--- config.mk ---
export PLATFORM = sky130hd
export DESIGN_NAME = fetch_unit
export DESIGN_NICKNAME = d
export VERILOG_FILES = /design/src/rtl/core_pkg.sv /design/src/rtl/fetch_queue.sv /design/src/rtl/fetch_unit.sv
export SDC_FILE = /design/constraint.sdc
export NUM_CORES = 1
export LEC_CHECK = 0
export ABC_AREA = 0
export CORE_ASPECT_RATIO = 1.1
export CORE_MARGIN = 2
export CORE_UTILIZATION = 52
export CTS_BUF_LIST = sky130_fd_sc_hd__clkbuf_8
export DETAILED_ROUTE_END_ITERATION = 16
export PLACE_DENSITY = 0.85
export SETUP_SLACK_MARGIN = 0.1
export SYNTH_ARGS = -nofsm -noshare
export SYNTH_HDL_FRONTEND = slang
export SYNTH_SLANG_ARGS = --single-unit
--- constraint.sdc ---
create_clock -name clk -period 3.7 [get_ports clk]
set_input_delay 0.37 -clock clk [delete_from_list [all_inputs] [get_ports clk]]
set_output_delay 0.37 -clock clk [all_outputs]
set_load 0.005 [all_outputs]
--- src/rtl/core_pkg.sv ---
// Shared core constants and types used by the fetch front end.
package core_pkg;

    localparam int unsigned XLEN     = 32;
    localparam logic [31:0] RESET_PC = 32'h4000_0000;
    localparam logic [31:0] NOP      = 32'h0000_0013;

    typedef logic [XLEN-1:0] instr_t;

endpackage : core_pkg

--- src/rtl/fetch_queue.sv ---
// Parametrised synchronous FIFO with flush; write-then-visible, head always on data_o.
module fetch_queue #(
    parameter  int unsigned WIDTH = 64,
    parameter  int unsigned DEPTH = 4,
    localparam int unsigned CNT_W = $clog2(DEPTH + 1)
) (
    input  logic             clk,
    input  logic             reset,
    input  logic             flush_i,
    input  logic             push_i,
    input  logic [WIDTH-1:0] data_i,
    input  logic             pop_i,
    output logic [WIDTH-1:0] data_o,
    output logic [CNT_W-1:0] count_o
);

    localparam int unsigned PTR_W = (DEPTH > 1) ? $clog2(DEPTH) : 1;

    logic [WIDTH-1:0] mem_q [DEPTH];
    logic [PTR_W-1:0] rptr_q, rptr_d;
    logic [PTR_W-1:0] wptr_q, wptr_d;
    logic [CNT_W-1:0] count_q, count_d;
    logic             do_push;
    logic             do_pop;

    // Pointer advance that also handles non power-of-two depths.
    function automatic logic [PTR_W-1:0] next_ptr(input logic [PTR_W-1:0] p);
        if (p == PTR_W'(DEPTH - 1)) begin
            return '0;
        end
        return p + PTR_W'(1);
    endfunction

    // A pop of an empty FIFO is ignored; a push into a full FIFO needs a matching pop.
    assign do_pop  = pop_i && (count_q != '0);
    assign do_push = push_i && ((count_q != CNT_W'(DEPTH)) || do_pop);

    // Next-state pointers and occupancy; flush empties the FIFO.
    always_comb begin
        rptr_d  = rptr_q;
        wptr_d  = wptr_q;
        count_d = count_q;
        if (flush_i) begin
            rptr_d  = '0;
            wptr_d  = '0;
            count_d = '0;
        end else begin
            if (do_push) begin
                wptr_d = next_ptr(wptr_q);
            end
            if (do_pop) begin
                rptr_d = next_ptr(rptr_q);
            end
            if (do_push && !do_pop) begin
                count_d = count_q + CNT_W'(1);
            end else if (do_pop && !do_push) begin
                count_d = count_q - CNT_W'(1);
            end
        end
    end

    // Pointer and count registers.
    always_ff @(posedge clk) begin
        if (reset) begin
            rptr_q  <= '0;
            wptr_q  <= '0;
            count_q <= '0;
        end else begin
            rptr_q  <= rptr_d;
            wptr_q  <= wptr_d;
            count_q <= count_d;
        end
    end

    // Storage array; contents are qualified by count, so no reset is needed.
    always_ff @(posedge clk) begin
        if (do_push && !flush_i) begin
            mem_q[wptr_q] <= data_i;
        end
    end

    assign data_o  = mem_q[rptr_q];
    assign count_o = count_q;

endmodule : fetch_queue

--- src/rtl/fetch_unit.sv ---
// Instruction fetch front end: PC generation, imem request tracking, in-order
// instruction queue to decode, and redirect handling that drops stale responses.
module fetch_unit #(
    parameter int unsigned    XLEN     = core_pkg::XLEN,
    parameter logic [XLEN-1:0] RESET_PC = XLEN'(core_pkg::RESET_PC),
    parameter int unsigned    QDEPTH   = 4,
    parameter int unsigned    MAX_OUT  = 2
) (
    input  logic            clk,
    input  logic            reset,
    input  logic            redirect_valid,
    input  logic [XLEN-1:0] redirect_pc,
    output logic            imem_req_valid,
    input  logic            imem_req_ready,
    output logic [XLEN-1:0] imem_req_addr,
    input  logic            imem_resp_valid,
    input  logic [XLEN-1:0] imem_resp_data,
    output logic            instr_valid,
    input  logic            instr_ready,
    output logic [XLEN-1:0] instr_data,
    output logic [XLEN-1:0] instr_pc
);

    import core_pkg::*;

    localparam int unsigned OUT_W = $clog2(MAX_OUT + 1);
    localparam int unsigned QC_W  = $clog2(QDEPTH + 1);
    localparam int unsigned SUM_W = $clog2(QDEPTH + MAX_OUT + 1) + 1;

    logic [XLEN-1:0]   pc_q, pc_d;
    logic [OUT_W-1:0]  out_q, out_d;
    logic [OUT_W-1:0]  drop_q, drop_d;
    logic [QC_W-1:0]   q_count;
    logic [2*XLEN-1:0] q_head;
    logic [OUT_W-1:0]  pf_count;
    logic [XLEN-1:0]   pf_head;
    logic              room_ok;
    logic              credit_ok;
    logic              acc;
    logic              resp_ok;
    logic              resp_live;
    logic              deq;

    // Issue only when the queue can absorb every live request and the credit limit allows.
    assign room_ok   = (SUM_W'(q_count) + SUM_W'(out_q)) < SUM_W'(QDEPTH);
    assign credit_ok = (SUM_W'(out_q) + SUM_W'(drop_q)) < SUM_W'(MAX_OUT);

    assign imem_req_valid = !reset && room_ok && credit_ok;
    assign imem_req_addr  = pc_q;

    assign acc       = imem_req_valid && imem_req_ready;
    assign resp_ok   = imem_resp_valid && (pf_count != '0);
    assign resp_live = resp_ok && (drop_q == '0);
    assign deq       = instr_valid && instr_ready;

    assign instr_valid = (q_count != '0);
    assign instr_data  = instr_valid ? q_head[2*XLEN-1:XLEN] : '0;
    assign instr_pc    = instr_valid ? q_head[XLEN-1:0]      : '0;

    // PC and request accounting; a redirect turns all live requests into drops.
    always_comb begin
        pc_d   = pc_q;
        out_d  = out_q;
        drop_d = drop_q;
        if (acc) begin
            pc_d  = pc_q + XLEN'(4);
            out_d = out_q + OUT_W'(1);
        end
        if (resp_ok) begin
            if (drop_q != '0) begin
                drop_d = drop_q - OUT_W'(1);
            end else begin
                out_d = out_d - OUT_W'(1);
            end
        end
        if (redirect_valid) begin
            pc_d   = redirect_pc & ~XLEN'(3);
            drop_d = drop_d + out_d;
            out_d  = '0;
        end
    end

    // Fetch state registers.
    always_ff @(posedge clk) begin
        if (reset) begin
            pc_q   <= RESET_PC;
            out_q  <= '0;
            drop_q <= '0;
        end else begin
            pc_q   <= pc_d;
            out_q  <= out_d;
            drop_q <= drop_d;
        end
    end

    // PCs of issued requests, popped in order as responses return.
    fetch_queue #(
        .WIDTH (XLEN),
        .DEPTH (MAX_OUT)
    ) u_pc_fifo (
        .clk     (clk),
        .reset   (reset),
        .flush_i (1'b0),
        .push_i  (acc),
        .data_i  (pc_q),
        .pop_i   (resp_ok),
        .data_o  (pf_head),
        .count_o (pf_count)
    );

    // Instruction queue of {instr, pc} in front of decode.
    fetch_queue #(
        .WIDTH (2 * XLEN),
        .DEPTH (QDEPTH)
    ) u_instr_q (
        .clk     (clk),
        .reset   (reset),
        .flush_i (redirect_valid),
        .push_i  (resp_live && !redirect_valid),
        .data_i  ({imem_resp_data, pf_head}),
        .pop_i   (deq && !redirect_valid),
        .data_o  (q_head),
        .count_o (q_count)
    );

endmodule : fetch_unit

==> After elaboration in Yosys (flattened, before gate mapping) <==
Memory sizes are Yosys's and may differ from the RTL's. A register that Yosys moved wholly into a read port is not among the register bits.
Index checks and enable logic that the tools add are counted.
{ "op_classes": {"n_addsub": 15, "order_cmp": 2, "eq_ne": 4, "n_mux": 40, "n_reduce_logical": 33} }
{ "ops": {"columns": ["op", "n"], "rows": [
  ["32-bit 2-to-1 mux", 4],
  ["32-bit by 3-bit adder with 32-bit output, second input constant", 1],
  ["2-bit 2-to-1 mux", 14],
  ["1-bit 2-to-1 mux", 20],
  ["1-bit logical AND", 17],
  ["2-bit nonzero test", 5],
  ["2-bit by 1-bit adder with 2-bit output, second input constant", 4],
  ["1-bit logical NOT", 6],
  ["3-bit 2-to-1 mux", 2],
  ["2-bit by 1-bit subtractor with 2-bit output, second input constant", 3],
  ["3-bit by 2-bit adder with 4-bit output", 1],
  ["2-bit equality test, second input constant", 2],
  ["4-bit by 3-bit < comparator with 1-bit output, second input constant", 1],
  ["2-bit by 2-bit adder with 3-bit output", 1],
  ["3-bit by 1-bit adder with 3-bit output, second input constant", 1],
  ["3-bit by 2-bit < comparator with 1-bit output, second input constant", 1],
  ["3-bit != test, second input constant", 1],
  ["3-bit nonzero test", 1],
  ["3-bit by 1-bit subtractor with 3-bit output, second input constant", 1],
  ["1-bit adder, second input constant", 2],
  ["2-bit adder", 1],
  ["2-bit logical NOT", 1],
  ["1-bit logical OR", 2],
  ["2-bit != test, second input constant", 1],
  ["2-bit OR reduction", 1]
]} }
{ "totals": {"regBits": 47, "mem_bits_rw": 320, "in_bits": 70, "out_inout_bits": 98, "wordCells": 106, "mem_count": 2} }
{ "mem_list": {"columns": ["name", "words", "word_bits", "read_ports", "rd_ports_with_merged_regs", "write_ports", "line_no", "source"], "rows": [
  ["u_instr_q.mem_q", 4, 64, 1, 1, 1, "fetch_queue.sv:19", "logic [WIDTH-1:0] mem_q [DEPTH];"],
  ["u_pc_fifo.mem_q", 2, 32, 1, 1, 1, "fetch_queue.sv:19", null]
]} }

==> Logic depth before layout (Yosys ltp) <==
Gate-level depths: netlist of run 1.
{ "logic_depth": {"word_depth": 11, "mapped_depth": 12, "mapped_depth_nobuf": 11} }

==> Hierarchy <==
Synthesis of run 1 repeated with hierarchy kept, for this count alone.
{ "unflattened": {"cells_unflattened": 825, "area_unflattened_um2": 14646.5} }
{ "by_module_without_submodules": {"columns": ["mod", "n_inst", "cells_each", "area_per_inst_um2", "seq_area_each_um2"], "rows": [
  ["fetch_queue (u_instr_q)", 1, 383, 9734.3, 7867.5],
  ["fetch_queue (u_pc_fifo)", 1, 125, 2551.2, 2021.9],
  ["fetch_unit", 1, 317, 2361.0, 680.7]
]} }

==> Worst setup path before layout of run 1 <==
Ideal clock, no wire load.
{ "synth_timing": {"path_type": "register to register", "startpoint": "reg drop_q[0]", "endpoint": "mem u_pc_fifo.mem_q[0][10] (netlist bit) (enable)", "setup_time_ns": 0.421, "arrival_time_ns": 3.618, "required_time_ns": 3.279, "path_slack_ns": -0.339, "stages_incl_launch_ff": 7, "n_path_buf": 0, "period_less_slack_ns": 4.039, "cell_sequence": "dfxtp_1 > and2_1 > fa_1 > or4_4 > nor4b_2 > a21boi_0 > nor2b_1"} }
{ "synth_between": {"elab_chain_len": 7} }
{ "synth_rtl": {"columns": ["item", "line_no", "source"], "rows": [
  ["start: declaration", "fetch_unit.sv:32", "logic [OUT_W-1:0] drop_q, drop_d;"],
  ["start signal: assignment", "fetch_unit.sv:92", "drop_q <= drop_d;"],
  ["2-bit by 2-bit adder with 3-bit output", "fetch_unit.sv:46", "assign credit_ok = (SUM_W'(out_q) + SUM_W'(drop_q)) < SUM_W'(MAX_OUT);"],
  ["3-bit by 2-bit < comparator with 1-bit output", "fetch_unit.sv:46", null],
  ["1-bit logical AND", "fetch_unit.sv:48", "assign imem_req_valid = !reset && room_ok && credit_ok;"],
  ["1-bit logical AND", "fetch_unit.sv:51", "assign acc = imem_req_valid && imem_req_ready;"],
  ["1-bit logical AND", "fetch_queue.sv:36", "assign do_push = push_i && ((count_q != CNT_W'(DEPTH)) || do_pop);"],
  ["1-bit 2-to-1 mux", "fetch_queue.sv:77", "if (do_push && !flush_i) begin"],
  ["1-bit 2-to-1 mux (not written as such)", "fetch_queue.sv:78", "mem_q[wptr_q] <= data_i;"],
  ["end: declaration", "fetch_queue.sv:19", null]
]} }
No other way between the ends.

==> Worst setup path in the final report of run 1 <==
{ "layout_timing": {"startpoint": "reg drop_q[0]", "endpoint": "out imem_req_valid"} }
{ "layout_between": {"elab_chain_len": 3} }
{ "layout_rtl": {"columns": ["item", "line_no", "source"], "rows": [
  ["2-bit by 2-bit adder with 3-bit output", "fetch_unit.sv:46", null],
  ["3-bit by 2-bit < comparator with 1-bit output", "fetch_unit.sv:46", null],
  ["1-bit logical AND", "fetch_unit.sv:48", null],
  ["end: declaration", "fetch_unit.sv:13", "output logic imem_req_valid,"]
]} }
No other way between the ends.

==> results.toml, run 1 <==
[final_layout]
area_growth_syn_to_layout_pct = 22.2
mostFrequentLayoutCell = "sky130_fd_sc_hd__edfxtp_1"
layout_cell_area_excl_fill_um2 = 17300
most_used_cells_in_the_layout_excluding_fill_and_tap_cells = "sky130_fd_sc_hd__edfxtp_1 (308), sky130_fd_sc_hd__clkdlybuf4s50_1 (161), sky130_fd_sc_hd__and2_1 (66), sky130_fd_sc_hd__mux4_2 (62), sky130_fd_sc_hd__clkbuf_8 (59)"
antenna_cells_inserted = 0
design.final.nets = 1081
finish.cell_count_without_fillers = 1393
ratio_of_cells_with_drive_above_1_in_the_final_layout = 0.188

[sta]
relSlewSlack = 0.534
finalMaxSlewViolations = 0
fin_setup_tns_ps = 0
max_slew.worst_pin.slew_ps = 700
finalHoldViolCount = 0
fmax_mhz = 294
final_report_setup_violation_count = 0
timing.final.crit_share = 0.921
unrepaired_setup_endpoints_after_global_routing = "false"
final_period_minus_worst_setup_slack_ps = 3410
worst_clock_skew_ps = 26.0

[floorplanning]
floorplan.initialDensity = 0.526
placement_rows = 63
die_width_um = 161
design.portCount = 168
die-height_um = 177
design.core.area_um2 = 26900
design.die.area_um2 = 28500

[grt]
grt_util_all_layers = 0.193
grt_pass1_wl_mm = 42.2
antenna_violations_before_repair = 0
global_route.overflow_total = 0
maximum_number_of_pins_on_one_net_before_global_route_repair = 48
first_global_vias = 7913

[synth]
post_synth.cell_area_avg_um2 = 17.7
synth.cell_area_um2 = 14100
synth_area_leader_cell = "sky130_fd_sc_hd__edfxtp_1"
seq_area_frac_synth = 0.723
ys.flop_type = "sky130_fd_sc_hd__edfxtp_1"
ys_seq_elements = 356
ys.warnings.count = 0
syn_inst_count = 797
synth.area.top_cells = "sky130_fd_sc_hd__edfxtp_1 (65%), sky130_fd_sc_hd__mux4_2 (9.9%), sky130_fd_sc_hd__dfxtp_1 (6.8%), sky130_fd_sc_hd__and2_1 (3.1%), sky130_fd_sc_hd__mux2_2 (2.4%)"
netlist-cell-type-count = 49
synth_top_cell_area_share = 0.655
postSynth.asyncResetShare = 0
synth-edff-count = 308

[setup_path]
crit_path_cell_trace = "and2_1 > fa_1 > or4_4 > or2_4 > nor2_1 > clkdlybuf4s50_1"
crit_path_capture_type = "output pin"
timing.critical_path.from = "drop_q[0]"
rr_endpoint = "u_pc_fifo.mem_q[1][4]"
crit_arrival_ps = 3040
crit_required_ps = 3330
startpoint_type = "flop"
timing_worst_setup_path_type = "flop to output pin"
cpLargestDelayFamily = "simple AND/OR/NAND/NOR gates"
worstPathBufferInverterCount = 1
setup.reg_to_reg.worst_slack_ps = 440
critPathMaxFanout = 9
max_stage_delay_ps = 530
cpMaxStageDelayCell = "sky130_fd_sc_hd__or4_4"
crit-reg2reg-launch = "drop_q[0]"
worst_r2r_path_depth = 7

[power_and_ir_drop]
power.share.combinational = 0.146
cell_internal_pwr_mw = 6.85
pwr-share-clk = 0.312
power_density_nw_per_um2 = 520
power.sequential.fraction = 0.542
ir_worst_vdd_mv = 0.286
power.switching_mw = 2.13
p_sw_frac = 0.237
p_leak_nw = 5.71

[drt]
antenna_left = 0
wl_mm = 27.2
first_pass_iters = 5
drt-wirelength-per-cell_um = 19.6
drcViolationCount = 0
num_vias = 7679
dr.first_iter.drc_count = 474
post_drt_via_cell_ratio = 5.51

[clock_tree]
cts_buffer_count = 54
cts_tree = "built"
clock-root-buffer = "sky130_fd_sc_hd__clkbuf_8"
cts.reportedPaths.clkPinSlew_ps = 60
maximum_clock_insertion_buffer_count = 3
post-cts-setup-buffer-count = 0
worst_skew_pair.late_latency_ps = 570
cts_num_sinks = 356
ctsHtreeMaxLevel = 2

[hold_path]
hold-path-endpoint = "imem_req_addr[31]"
hold_path.startpoint = "redirect_pc[31]"
min_path_type = "input port to flop"
min_path_cells = 3

[place]
port-buffer-count = 161
placedInstanceArea_um2 = 16300
gp_congestion = 0.804
hpwl_mm = 17.5
post-place-cells = 1300

[job]
cap_violations = 0

[run_status]
run_status = "complete, no violations"
-- synth_stat cells (all sizes together) (3+ instances only) --
cell,n
edfxtp,308
and2,70
mux4,62
dfxtp,48
nor2,42
mux2,30
clkbuf,27
nand2,23
xnor2,17
xor2,17
a21oi,15
buf,14
a211oi,12
mux2i,12
ha,10
nand3,10
nand4,9
or3,9
and3,8
nor3,8
o21ai,7
inv,6
nor4,5
o21bai,4
and4,3
-- layout make-up --
| cell class | instances | area, µm² |
|---|---|---|
| clock inverters | 34 | 133 |
| clock buffers | 59 | 812 |
| repair buffers | 184 | 1880 |
| inverters | 6 | 22.5 |
| well taps | 357 | 447 |
| multi-input cells | 397 | 3750 |
| flip-flops and latches | 356 | 10200 |
| fillers | 1835 | 9620 |
-- per-stage QoR --
stage	hold WS [ps]	util	setup WS (ps)	total power [mW]
2_1_floorplan	454	-	206	5.66
3_3_place_gp	451	0.607	536	6.21
3_5_place_dp	470	0.607	447	6.26
4_1_cts	351	0.642	198	9.07
5_1_grt	367	0.642	118	9.37
6_report	375	0.642	293	8.98
-- flip-flops by register name, indices dropped and copies added, names as in the netlist, named ones only --
register	flops
u_instr_q.count_o	3
u_pc_fifo.mem_q	60
u_instr_q.rptr_q	2
imem_req_addr	30
u_pc_fifo.rptr_q	1
u_instr_q.wptr_q	2
u_pc_fifo.wptr_q	1
u_pc_fifo.count_o	2
out_q	2
u_instr_q.mem_q	248
drop_q	2
-- kinds of logic after synthesis --
logic type	synth area share
compound gates	0.0204
xor+xnor	0.0211
fa+ha+maj	0.0117
buf+inv	0.0142
flops	0.723
mux	0.131
other cells	0.000265
simple gates	0.0786
-- power groups by stage --
stage               Sequential (mW)  Clock (mW)  Combinational [mW]
floorplan                      4.89           0               0.762
finish                         4.86        2.80                1.31
detailed placement             4.95           0                1.32
CTS                            4.86        2.88                1.32
global route                   4.89        3.06                1.43
global placement               4.93           0                1.28
-- metal layers --
metal | wire, µm | share of wire | up-vias | GRT usage
li1 | - | - | 3494 | -
met1 | 11100 | 0.41 | 3859 | 0.246
met2 | 13600 | 0.50 | 260 | 0.328
met3 | 1690 | 0.062 | 66 | 0.0412
met4 | 842 | 0.031 | 0 | 0.0725
met5 | 0 | 0 | - | 0
-- timing repair --
item	in CTS	in global routing
gates resized for setup	0	1
endpoints found under the setup margin	0	1
hold buffers	0	0
-- tightest hold or removal path: cells and delay by family --
family | cells | cell delay (ps)
buf+inv | 1 | 390
simple gates | 1 | 80
compound gates | 1 | 50
-- worst max-delay path by stage --
stage	to	depth (start not counted)
final	imem_req_valid	6
after global routing	imem_req_valid	6
after CTS	imem_req_valid	6
after detailed placement	u_pc_fifo.mem_q[1][6]	7
after global placement	u_pc_fifo.mem_q[1][4]	7
after floorplan	u_pc_fifo.mem_q[0][10]	6
(Power assumes the default switching activity.)
==> run 2, diff against run 1 <==
Settings changed: CORE_MARGIN 2 to 5.
==> run 2 against run 1 <==
Final area up 0.45%. Routed wire length up 5.0%. Highest routed layer unchanged. Clock power up 7.1%.
==> results.toml, run 2 (synthesis results as in run 1) <==
[setup_path]
max_stage_delay_ps = 530
rr_endpoint = "u_pc_fifo.mem_q[1][5]"
crit_arrival_ps = 3050
crit_required_ps = 3330
critPathCapture = "imem_req_valid"
timing_worst_setup_path_type = "flop to output pin"
cpMaxStageDelayCell = "sky130_fd_sc_hd__or4_4"
crit_path_capture_type = "output pin"
setup.reg_to_reg.worst_slack_ps = 570
crit-reg2reg-launch = "drop_q[0]"
crit_path_cell_trace = "and2_1 > fa_1 > or4_4 > or2_4 > nor2_1 > clkdlybuf4s50_1"
worst_r2r_path_depth = 7
critPathMaxFanout = 9
startpoint_type = "flop"
timing.critical_path.depth = 6
cpLargestDelayFamily = "simple AND/OR/NAND/NOR gates"
timing.critical_path.from = "drop_q[0]"
worstPathBufferInverterCount = 1

[floorplanning]
design.core.area_um2 = 26900
die-height_um = 183
design.portCount = 168
floorplan.initialDensity = 0.526
die_width_um = 167
placement_rows = 63
design.die.area_um2 = 30600

[power_and_ir_drop]
p_leak_nw = 5.71
ir_worst_vdd_mv = 0.318
power_density_nw_per_um2 = 530

[final_layout]
design.final.nets = 1083
register_ranked_first_by_flip_flop_count = "u_instr_q.mem_q"
mostFrequentLayoutCell = "sky130_fd_sc_hd__edfxtp_1"
largest_register_ffs = 248
ratio_of_cells_with_drive_above_1_in_the_final_layout = 0.202
most_used_cells_in_the_layout_excluding_fill_and_tap_cells = "sky130_fd_sc_hd__edfxtp_1 (308), sky130_fd_sc_hd__clkdlybuf4s50_1 (161), sky130_fd_sc_hd__and2_1 (66), sky130_fd_sc_hd__mux4_2 (62), sky130_fd_sc_hd__clkbuf_8 (60)"
area_growth_syn_to_layout_pct = 22.7
antenna_cells_inserted = 0
finish.cell_count_without_fillers = 1400

[sta]
finalMaxSlewViolations = 0
fin_setup_tns_ps = 0
fmax_mhz = 292
whs_ps = 360
worst_clock_skew_ps = 29.1
max_slew.worst_pin.slew_ps = 687
finalHoldViolCount = 0
timing.final.crit_share = 0.925
unrepaired_setup_endpoints_after_global_routing = "false"
relSlewSlack = 0.542
final_report_setup_violation_count = 0
final_period_minus_worst_setup_slack_ps = 3420

[clock_tree]
postCtsResizedCells = 0
maximum_clock_insertion_buffer_count = 3
post-cts-setup-buffer-count = 0
clock-root-buffer = "sky130_fd_sc_hd__clkbuf_8"
cts.reportedPaths.clkPinSlew_ps = 70
cts_buffer_count = 52
cts_num_sinks = 356
worst_skew_pair.late_latency_ps = 580
cts_tree = "built"
ctsHtreeMaxLevel = 2
ctsHoldBuffers = 0

[run_status]
run_status = "complete, no violations"

[drt]
drcViolationCount = 0
first_pass_iters = 5
dr.first_iter.drc_count = 489
antenna_left = 0
num_vias = 7625
wl_mm = 28.6
post_drt_via_cell_ratio = 5.45
drt-wirelength-per-cell_um = 20.4

[grt]
grt_util_all_layers = 0.188
global_route.overflow_total = 0
maximum_number_of_pins_on_one_net_before_global_route_repair = 48
first_global_vias = 8184
grt_pass1_wl_mm = 45.3
antenna_violations_before_repair = 0

[hold_path]
min_path_type = "input port to flop"

[place]
port-buffer-count = 161
post-place-cells = 1304
gp_congestion = 0.801
hpwl_mm = 18.2

[job]
cap_violations = 0
run 2: cell types whose count changed in the layout (fill, tap and decap cells not counted), sizes merged:
cell / change
inv: -13
bufinv: +1
clkinv: +13
buf: +4
clkbuf: +1
clkinvlp: +1
run 2: worst min-delay path: cells and delay by family:
| kind | cells | cell delay, ps |
|---|---|---|
| buf+inv | 1 | 390 |
| simple gates | 1 | 80 |
| compound gates | 1 | 50 |
run 2: metrics by stage:
step / util / setup slack, ps / power [mW] / cell area, µm²
after floorplan: - / 206 / 5.66 / 14100
after global placement: 0.607 / 608 / 6.21 / 16300
after detailed placement: 0.607 / 581 / 6.27 / 16300
after CTS: 0.645 / 146 / 9.28 / 17300
after global routing: 0.645 / 135 / 9.58 / 17300
final: 0.645 / 279 / 9.18 / 17300
run 2: how the worst min path moves through the flow:
stage | start | endpoint | cells past startpoint
floorplan | u_instr_q.rptr_q[1] | flop | 2
CTS | redirect_pc[13] | imem_req_addr[13] | 3
global route | redirect_pc[13] | imem_req_addr[13] | 3
finish | redirect_pc[31] | imem_req_addr[31] | 3
detailed placement | u_pc_fifo.rptr_q | u_pc_fifo.rptr_q | 2
global placement | u_instr_q.rptr_q[1] | flop | 2
run 2: power by group:
group          leakage (nW)  total (mW)  switching, mW  internal (mW)
Sequential             3.19        4.86          0.136           4.72
Combinational          1.95        1.32          0.640          0.684
Clock                 0.576        3.00           1.44           1.56
run 2: area by class of cell:
cell class                 count  area [µm²]
multi-input combinational    397        3750
timing repair buffer         188        1890
fill                        1844        9540
inverter                       6        22.5
tap                          357         447
clock inverter                36         191
clock buffer                  60         826
sequential                   356       10200
run 2: layer usage:
metal	vias to the layer above	share of wire	routed length [µm]	global-route usage
li1	3500	-	-	-
met1	3798	0.41	11800	0.250
met2	270	0.50	14300	0.317
met3	57	0.058	1650	0.0328
met4	0	0.030	870	0.0695
met5	-	0	0	0
